[config.mk]
export PLATFORM = sky130hd
export DESIGN_NAME = table_inv_flat
export DESIGN_NICKNAME = d
export VERILOG_FILES = /design/src/rtl/table_inv_pkg.sv /design/src/rtl/table_inv_if.sv /design/src/rtl/table_div_step.sv /design/src/rtl/table_inv.sv /design/src/flat_wrapper.sv
export SDC_FILE = /design/constraint.sdc
export NUM_CORES = 1
export LEC_CHECK = 0
export CAP_MARGIN = 40
export CORE_MARGIN = 1.5
export CORE_UTILIZATION = 49
export CTS_BUF_LIST = sky130_fd_sc_hd__clkbuf_8
export DETAILED_ROUTE_END_ITERATION = 12
export PLACE_DENSITY = 0.71
export SKIP_CTS_REPAIR_TIMING = 1
export SYNTH_ARGS = -nofsm -noshare
export SYNTH_HDL_FRONTEND = slang
export SYNTH_SLANG_ARGS = --single-unit
[constraint.sdc]
create_clock -name clk -period 12.69 [get_ports clk]
set_input_delay 2.538 -clock clk [delete_from_list [all_inputs] [get_ports clk]]
set_output_delay 2.538 -clock clk [all_outputs]
set_load 0.03 [all_outputs]
[src/rtl/table_inv_pkg.sv]
// Shared constants and helpers for the table_inv inverse decoder:
// divisor ROM, FSM state type, error codes and the nibble-repeat pattern.
package table_pkg;

  typedef enum logic [1:0] {
    ST_IDLE,
    ST_DIV,
    ST_CHECK,
    ST_DONE
  } state_t;

  localparam logic [1:0] ERR_OK         = 2'd0;
  localparam logic [1:0] ERR_BAD_STATUS = 2'd1;
  localparam logic [1:0] ERR_MISMATCH   = 2'd2;
  localparam logic [1:0] ERR_RANGE      = 2'd3;

  // Entry k holds the prime selected by status k+1.
  localparam logic [9:0][5:0] DIV_ROM = {
    6'd53, 6'd47, 6'd43, 6'd41, 6'd37, 6'd31, 6'd29, 6'd23, 6'd19, 6'd17
  };

  localparam logic [15:0] PATTERN = 16'h1111;

  function automatic logic status_legal(input logic [3:0] s);
    return (s >= 4'd1) && (s <= 4'd10);
  endfunction

  function automatic logic [5:0] divisor_of(input logic [3:0] s);
    logic [3:0] idx;
    idx = s - 4'd1;
    if (idx > 4'd9) return 6'd0;
    return DIV_ROM[idx];
  endfunction

  // Status s claims the quotient lies in decade s-1; the end bins are open.
  function automatic logic bin_ok(input logic [3:0] s, input logic [7:0] q);
    int lo, hi;
    lo = (int'(s) - 1) * 10;
    hi = (s == 4'd10) ? 256 : int'(s) * 10;
    return (int'(q) >= lo) && (int'(q) < hi);
  endfunction

endpackage

[src/rtl/table_inv_if.sv]
// Request/response handshake bundle between the table mapper and table_inv.
interface table_inv_if #(
  parameter int RESULT_W  = 16,
  parameter int ERR_CNT_W = 8
);
  logic                 in_valid;
  logic                 in_ready;
  logic [RESULT_W-1:0]  in_result;
  logic [3:0]           in_status;
  logic [1:0]           in_mode;
  logic                 out_valid;
  logic                 out_ready;
  logic [7:0]           out_data;
  logic                 out_err;
  logic [1:0]           out_err_code;
  logic [ERR_CNT_W-1:0] err_count;

  modport master (
    output in_valid, in_result, in_status, in_mode, out_ready,
    input  in_ready, out_valid, out_data, out_err, out_err_code, err_count
  );

  modport slave (
    input  in_valid, in_result, in_status, in_mode, out_ready,
    output in_ready, out_valid, out_data, out_err, out_err_code, err_count
  );
endinterface

[src/rtl/table_div_step.sv]
// One restoring-division step: shift in a dividend bit, subtract the divisor
// if it fits, and emit the quotient bit.
module table_div_step (
  input  logic [5:0] rem_in,
  input  logic       bit_in,
  input  logic [5:0] divisor,
  output logic [5:0] rem_out,
  output logic       q_bit
);
  logic [6:0] trial;

  assign trial   = {rem_in, bit_in};
  assign q_bit   = trial >= {1'b0, divisor};
  // The remainder stays below the divisor (max 53), so six bits always suffice.
  assign rem_out = q_bit ? 6'(trial - {1'b0, divisor}) : trial[5:0];
endmodule

[src/rtl/table_inv.sv]
// Inverse table decoder: recovers the 8-bit data word from a (result, status)
// pair using either an iterative divider (mode 0) or a pattern decode (mode 1).
module table_inv
  import table_pkg::*;
#(
  parameter int RESULT_W  = 16,
  parameter int ERR_CNT_W = 8
) (
  input logic        clk,
  input logic        rst,
  table_inv_if.slave bus
);
  localparam int CNT_W = $clog2(RESULT_W + 1);

  state_t               state;
  logic [RESULT_W-1:0]  res_q;
  logic [3:0]           status_q;
  logic [1:0]           mode_q;
  logic [5:0]           rem;
  logic [RESULT_W-1:0]  quo;
  logic [CNT_W-1:0]     step_cnt;

  logic                 out_valid;
  logic [7:0]           out_data;
  logic                 out_err;
  logic [1:0]           out_err_code;
  logic [ERR_CNT_W-1:0] err_count;

  logic [5:0]           divisor;
  logic [5:0]           rem_nxt;
  logic                 q_bit;
  logic [3:0]           nib;
  logic [7:0]           resp_data;
  logic [1:0]           resp_code;

  assign divisor = divisor_of(status_q);
  assign nib     = res_q[3:0];

  // The dividend is consumed MSB first straight out of the latched result.
  table_div_step u_step (
    .rem_in  (rem),
    .bit_in  (res_q[RESULT_W-1]),
    .divisor (divisor),
    .rem_out (rem_nxt),
    .q_bit   (q_bit)
  );

  always_comb begin
    // NOTE: every output gets a default first so no path leaves it unassigned,
    // which would otherwise infer a latch.
    resp_data = 8'd0;
    resp_code = ERR_OK;
    if (mode_q == 2'd0) begin
      if (!status_legal(status_q))              resp_code = ERR_BAD_STATUS;
      else if (rem != 6'd0)                     resp_code = ERR_MISMATCH;
      else if (|quo[RESULT_W-1:8])              resp_code = ERR_RANGE;
      else if (!bin_ok(status_q, quo[7:0]))     resp_code = ERR_RANGE;
      else                                      resp_data = quo[7:0];
    end else if (mode_q == 2'd1) begin
      if (res_q != RESULT_W'(PATTERN * 16'(nib))) resp_code = ERR_MISMATCH;
      else                                        resp_data = {status_q, nib - 4'd1};
    end else begin
      resp_code = ERR_BAD_STATUS;
    end
  end

  always_ff @(posedge clk) begin
    if (rst) begin
      // NOTE: sequential state uses non-blocking assignments so every register
      // samples pre-edge values regardless of statement order.
      state        <= ST_IDLE;
      res_q        <= '0;
      status_q     <= '0;
      mode_q       <= '0;
      rem          <= '0;
      quo          <= '0;
      step_cnt     <= '0;
      out_valid    <= 1'b0;
      out_data     <= '0;
      out_err      <= 1'b0;
      out_err_code <= ERR_OK;
      err_count    <= '0;
    end else begin
      case (state)
        ST_IDLE: if (bus.in_valid) begin
          res_q    <= bus.in_result;
          status_q <= bus.in_status;
          mode_q   <= bus.in_mode;
          rem      <= '0;
          quo      <= '0;
          step_cnt <= '0;
          state    <= (bus.in_mode == 2'd0 && status_legal(bus.in_status)) ? ST_DIV : ST_CHECK;
        end
        ST_DIV: begin
          res_q    <= res_q << 1;
          rem      <= rem_nxt;
          quo      <= {quo[RESULT_W-2:0], q_bit};
          step_cnt <= step_cnt + CNT_W'(1);
          if (step_cnt == CNT_W'(RESULT_W - 1)) state <= ST_CHECK;
        end
        ST_CHECK: begin
          out_data     <= resp_data;
          out_err      <= resp_code != ERR_OK;
          out_err_code <= resp_code;
          state        <= ST_DONE;
        end
        ST_DONE: begin
          // The response registers settle for one cycle before valid is shown.
          if (!out_valid) begin
            out_valid <= 1'b1;
          end else if (bus.out_ready) begin
            out_valid <= 1'b0;
            state     <= ST_IDLE;
            if (out_err && err_count != '1) err_count <= err_count + ERR_CNT_W'(1);
          end
        end
        default: state <= ST_IDLE;
      endcase
    end
  end

  assign bus.in_ready     = (state == ST_IDLE);
  assign bus.out_valid    = out_valid;
  assign bus.out_data     = out_data;
  assign bus.out_err      = out_err;
  assign bus.out_err_code = out_err_code;
  assign bus.err_count    = err_count;
endmodule
[src/flat_wrapper.sv]
// flat-port wrapper written by rule: the top's interface ports become plain ports
module table_inv_flat import table_pkg::*;
#(
  parameter int RESULT_W  = 16,
  parameter int ERR_CNT_W = 8
)
  (clk, rst, bus_in_valid, bus_in_result, bus_in_status, bus_in_mode, bus_out_ready, bus_in_ready, bus_out_valid, bus_out_data, bus_out_err, bus_out_err_code, bus_err_count);
  table_inv_if #(.RESULT_W(RESULT_W), .ERR_CNT_W(ERR_CNT_W)) bus_i ();
  input logic clk;
  input logic rst;
  input wire logic [$bits(bus_i.in_valid)-1:0] bus_in_valid;
  input wire logic [$bits(bus_i.in_result)-1:0] bus_in_result;
  input wire logic [$bits(bus_i.in_status)-1:0] bus_in_status;
  input wire logic [$bits(bus_i.in_mode)-1:0] bus_in_mode;
  input wire logic [$bits(bus_i.out_ready)-1:0] bus_out_ready;
  output wire logic [$bits(bus_i.in_ready)-1:0] bus_in_ready;
  output wire logic [$bits(bus_i.out_valid)-1:0] bus_out_valid;
  output wire logic [$bits(bus_i.out_data)-1:0] bus_out_data;
  output wire logic [$bits(bus_i.out_err)-1:0] bus_out_err;
  output wire logic [$bits(bus_i.out_err_code)-1:0] bus_out_err_code;
  output wire logic [$bits(bus_i.err_count)-1:0] bus_err_count;
  assign bus_i.in_valid = bus_in_valid;
  assign bus_i.in_result = bus_in_result;
  assign bus_i.in_status = bus_in_status;
  assign bus_i.in_mode = bus_in_mode;
  assign bus_i.out_ready = bus_out_ready;
  assign bus_in_ready = bus_i.in_ready;
  assign bus_out_valid = bus_i.out_valid;
  assign bus_out_data = bus_i.out_data;
  assign bus_out_err = bus_i.out_err;
  assign bus_out_err_code = bus_i.out_err_code;
  assign bus_err_count = bus_i.err_count;
  table_inv #(.RESULT_W(RESULT_W), .ERR_CNT_W(ERR_CNT_W)) u_core (.clk(clk), .rst(rst), .bus(bus_i));
endmodule
# After elaboration in Yosys (flattened, before gate mapping)
# Memories as Yosys holds them, arrays and structs flattened.
# Index checks and enable logic that the tools add are counted.
# W data, S select, Z words.
[totals]
latchBits = 0
register_bits = 71
mem_bits_ro = 96
n_memories = 1
out_inout_bits = 21
in_bits = 26
mem_bits_rw = 0
word_cells = 95
[op_classes]
n_eq_ne = 12
div_mod_pow = 0
add_sub_neg = 6
n_lt_le_gt_ge = 9
n_bitwise = 0
muxes = 36
n_shift = 0
reduce_logical = 16
multipliers = 3
[mem_list]
columns = ["memory", "words", "width", "read_ports", "rd_clocked_by_memory_dff", "write_ports", "line", "source"]
rows = [
  ["(no name shown)", 16, 6, 1, 0, 0, "table_inv_pkg.sv:32", "return DIV_ROM[idx];"],
]
[op_table]
columns = ["op", "count"]
rows = [
  ["$pmux W16 S2", 2],
  ["$mux W8", 7],
  ["$ge A9 B32 Y1", 1],
  ["$lt A9 B32 Y1", 1],
  ["$mul A32 B4 Y31 const B", 1],
  ["$mux W16", 2],
  ["$mux W32", 1],
  ["$mux W6", 5],
  ["$mux W2", 12],
  ["$mul A13 B4 Y16 const A", 1],
  ["$ne A16 B16 Y1", 1],
  ["$pmux W6 S2", 1],
  ["$pmux W5 S2", 1],
  ["$add A8 B1 Y8 const B", 1],
  ["$ge A4 B1 Y1 const B", 2],
  ["$le A4 B4 Y1 const B", 2],
  ["$ne A8 B8 Y1 const B", 1],
  ["$pmux W2 S4", 1],
  ["$reduce_and A4 Y1", 2],
  ["$reduce_or A8 Y1", 1],
  ["$sub A4 B1 Y4 const B", 2],
  ["$ge A7 B6 Y1", 1],
  ["$mul A4 B3 Y7 const B", 1],
  ["$logic_not A2 Y1", 3],
  ["17 further kinds", 29],
]

# Longest topological paths before layout
[depth]
depth_word = 10
ltp_mapped = 19
ltp_nobuf = 18

# Hierarchy
# Synthesis repeated with hierarchy kept, for this count alone.
[hier_totals]
cells_unflattened = 517
hier_area_um2 = 4478.0
[by_module_without_submodules]
columns = ["module", "cells_per_inst", "n_inst", "seq_area_each_um2", "area_each_um2"]
rows = [
  ["table_inv", 472, 1, 1421.4, 4096.4],
  ["table_div_step", 45, 1, 0.0, 381.6],
]

# Worst setup path before layout
# No wires, ideal clock.
[synth_path]
path_kind = "reg-to-reg"
from = "reg u_core.status_q[0]"
to = "reg u_core.out_data[2], in the netlist u_core.bus.out_data[2]"
required_ps = 12604
setup_time_ps = 86
path_stages_with_launch = 20
setup_slack_ps = 8413
path_buffers = 1
arrival_ps = 4191
period_less_slack_ps = 4277
cell_sequence = "dfxtp_1 -> clkbuf_1 -> inv_1 -> ha_1 -> xnor2_1 -> inv_1 -> ha_1 -> ha_1 -> inv_1 -> fa_1 -> nand2b_1 -> nand2_1 -> nand2_1 -> ha_1 -> or4b_1 -> o31ai_1 -> o311ai_1 -> a2111oi_4 -> a22oi_1 -> a211oi_1"
[synth_via]
elab_chain_cells = 9
elab_cells_between_ends = 16
cone_classes = "add/sub (1); mul (2); order compare (4); eq/ne (1); mux (6); reduce/logical (2)"
[synth_rtl]
columns = ["element", "line", "source"]
rows = [
  ["from (decl)", "table_inv.sv:17", "logic [3:0] status_q;"],
  ["from (signal assigned)", "table_inv.sv:87", "status_q <= bus.in_status;"],
  ["$sub A4 B1 Y5 (tied with other cells)", "table_inv_pkg.sv:38", "lo = (int'(s) - 1) * 10;"],
  ["$mul A32 B4 Y31 / $mux W32 (equally long branches)", "table_inv_pkg.sv:38, table_inv_pkg.sv:39", ""],
  ["$ge A9 B32 Y1 / $lt A9 B32 Y1 (equally long branches)", "table_inv_pkg.sv:40", "return (int'(q) >= lo) && (int'(q) < hi);"],
  ["$logic_and A1 B1 Y1", "table_inv_pkg.sv:40", ""],
  ["$mux W8", "table_inv.sv:57", "else if (!bin_ok(status_q, quo[7:0])) resp_code = ERR_RANGE;"],
  ["$mux W8", "table_inv.sv:56", "else if (|quo[RESULT_W-1:8]) resp_code = ERR_RANGE;"],
  ["$mux W8", "table_inv.sv:55", "else if (rem != 6'd0) resp_code = ERR_MISMATCH;"],
  ["$mux W8 *", "table_inv.sv:54", "if (!status_legal(status_q)) resp_code = ERR_BAD_STATUS;"],
  ["$mux W8 *", "table_inv.sv:53", "if (mode_q == 2'd0) begin"],
  ["to (signal assigned)", "table_inv.sv:102", "out_data <= resp_data;"],
  ["to (decl)", "table_inv.sv:24", "logic [7:0] out_data;"],
]
# Mark *: on every way between the ends. The rest lies on a longest branch, timed or not.
# A chain may end at the register's enable or synchronous reset.

# Worst setup path after layout
# Ends and elaborated chain as after synthesis.

==> reports/metrics.yaml <==
status: "finished, final reports clean"
critPathCapture: "u_core.bus.out_data[2]"
rr_worst_depth: 18
yosysTopAreaCellShare: 0.320
synth_cells: 520
yosysMostFrequentCell: "dfxtp_1"
ys_types: 57
hold_class: "reg2reg"
clk_pin_slew_ns: 0.09
vias: 3877
synth.area.top_cells: "dfxtp_1 (32%), ha_1 (13%), nor2_1 (5.9%), mux2i_1 (5.2%), a22oi_1 (4.1%)"
startpoint_type: "flop"
ant_nets: 0
dp_hpwl_mm: 7.50
cts_tree: "done"
drtIter0Drc: 287
syn_to_final_growth_pct: 15.6
clock_latency_ns: 0.36
worstSetupPathType: "reg2reg"
r2r_slack_ns: 7.91
regToRegEndpoint: "u_core.bus.out_data[2]"
min_period_ns: 4.78
p_per_area_nw_per_um2: 238
synth_seq_area_share: 0.320
fmax_ghz: 0.209
gp_congestion: 0.842
drive_above_1_share: 0.0641
crit_path_max_fanout: 13
antennaDiodeCount: 0
finalMaxSlewViolations: 0
syn-cell-area_um2: 4440
synth_ff_type: "dfxtp_1"
dp_cells: 654
drv_cap: 0
r2r_start: "u_core.status_q[0]"
die_h_um: 98.2
cts_root_buf: "clkbuf_8"
die_area_um2: 9640
track_usage: 0.217
worstPathArrival_ns: 5.05
synth_top_area_cell: "dfxtp_1"
numCtsBuffers: 9
nFillCells: 777
tightest_slew_ns: 0.768
fin_nets: 632
clock_sinks: 71
stdcell_area_um2: 5130
whs_ns: 0.476
dpl-instance-area_um2: 4930
rows: 34
synth-edff-count: 0
yosysWarnings: 0
post-route-period-util: 0.376
syn_nets: 595
cp-end-kind: "flop"
finalClockSkew_ns: 0.0125
vdd_drop_max_v: 0.000133
dr.pass1.iters: 4
start_util: 0.507
grt_pass1_wl_mm: 17.3
drc: 0
cts.path.max_buffers: 2
die_w_um: 98.2
fin_setup_tns_ns: 0
rsz0062_at_grt: "false"
ys_ff_latch: 71
p_leak_nw: 2.01
synth_common_cells: "dfxtp_1 (71), nor2_1 (70), ha_1 (46), nand2_1 (37), inv_1 (32)"
grt_pass1_vias: 3753
utilization: 0.586
synth-async-reset-ratio: 0
boundaryPins: 47
viasPerCell: 5.79
grt_max_degree: 69
io_buffers: 46
syn_area_per_cell_um2: 8.54
cp_data_required_time_ns: 12.96
htreeDepth: 3
final_cells: 670
timing.critical_path.from: "u_core.status_q[0]"
maxSlewHeadroom: 0.484
grt-ovfl-total: 0
setup_viol: 0
core_um2: 8760
antenna_found_initial: 0
wl_per_cell_um: 15.1
finalWirelength_mm: 10.1
finalHoldViolations: 0
-- cell type report --
cell class / count / area, um^2 / area share
Tap cell: 108 / 135 / 0.0263
Inverter: 32 / 120 / 0.0234
Clock inverter: 6 / 68.8 / 0.0134
Clock buffer: 10 / 138 / 0.0268
Sequential cell: 71 / 1420 / 0.277
Multi-Input combinational cell: 392 / 2750 / 0.536
Timing Repair Buffer: 51 / 498 / 0.0970
-- state kept, by name, indices dropped and copies added, names as in the netlist, 2 cells and up --
signal and cells:
u_core.res_q 16, u_core.bus.err_count 8, u_core.rem 6, u_core.status_q 4, u_core.mode_q 2, u_core.quo 16, u_core.bus.out_err_code 2, u_core.state 2
u_core.step_cnt 5, u_core.bus.out_data 8
-- layout by cell type (no fill, tap or decap), types with 5 or more instances in the layout --
| cell type | count |
|---|---|
| a211oi_1 | 21 |
| xnor2_1 | 6 |
| nor2b_1 | 8 |
| nand2_1 | 37 |
| a22oi_1 | 24 |
| ha_1 | 46 |
| inv_1 | 32 |
| dfxtp_1 | 71 |
| mux2i_1 | 23 |
| nand2b_1 | 5 |
| clkbuf_8 | 10 |
| nand4_1 | 9 |
| a221oi_1 | 6 |
| or4_1 | 9 |
| xor2_1 | 9 |
| a21oi_1 | 21 |
| o21ai_0 | 18 |
| nand3_1 | 14 |
| clkdlybuf4s50_1 | 45 |
| nor3_1 | 12 |
| nor2_1 | 69 |
-- layer usage --
| layer | part of all wire | vias up | GRT usage |
|---|---|---|---|
| met3 | 0.034 | 14 | 0.0279 |
| met1 | 0.47 | 1838 | 0.281 |
| met4 | 0.015 | 0 | 0.0769 |
| met5 | 0 | - | 0 |
| li1 | - | 1945 | - |
| met2 | 0.49 | 80 | 0.370 |
-- power breakdown --
part           switching, mW  internal [mW]  leakage [nW]
clock network         0.0923         0.0967        0.0912
registers             0.0610          0.274         0.579
logic                  0.395          0.300          1.34
-- worst max-delay path: stages, from the launching register on --
cell and delay [ns]:
dfxtp_1 0.61, inv_1 0.18, ha_1 0.30, xnor2_1 0.20, inv_1 0.13, ha_1 0.15, ha_1 0.15, inv_1 0.05
fa_1 0.38, nand2b_1 0.17, nand2_1 0.09, nand2_1 0.06, ha_1 0.27, or4b_1 0.45, o31ai_1 0.25, o311ai_1 0.23
a2111oi_4 0.57, a22oi_1 0.18, a211oi_1 0.25
-- kinds of logic (layout without fill, tap and decap cells) --
family,count (synthesis),count (layout),synth area share
AOI/OAI and AO/OA,119,119,0.189
adders and majority gates,49,49,0.143
DFF,71,71,0.320
muxes,25,25,0.0569
xor gates and xnor gates,15,15,0.0296
and+or+nand+nor,184,184,0.201
buffers and inverters,57,99,0.0606
-- through the flow --
step | total power, mW | worst slack (ns)
6_report | 1.22 | 7.91
5_1_grt | 1.32 | 7.53
4_1_cts | 1.22 | 7.88
3_5_place_dp | 1.03 | 7.90
3_3_place_gp | 0.997 | 7.87
2_1_floorplan | 0.851 | 8.41
-- worst min path at each step --
stage                                  to                       start  cells after the start
5_1_grt        u_core.bus.out_err_code[1]  u_core.bus.out_err_code[1]                      2
2_1_floorplan            u_core.mode_q[1]            u_core.mode_q[1]                      2
3_5_place_dp   u_core.bus.out_err_code[1]  u_core.bus.out_err_code[1]                      2
6_report       u_core.bus.out_err_code[1]  u_core.bus.out_err_code[1]                      2
4_1_cts        u_core.bus.out_err_code[1]  u_core.bus.out_err_code[1]                      2
3_3_place_gp   u_core.bus.out_err_code[1]  u_core.bus.out_err_code[1]                      2
No activity file was read; power rests on OpenSTA's default activity.
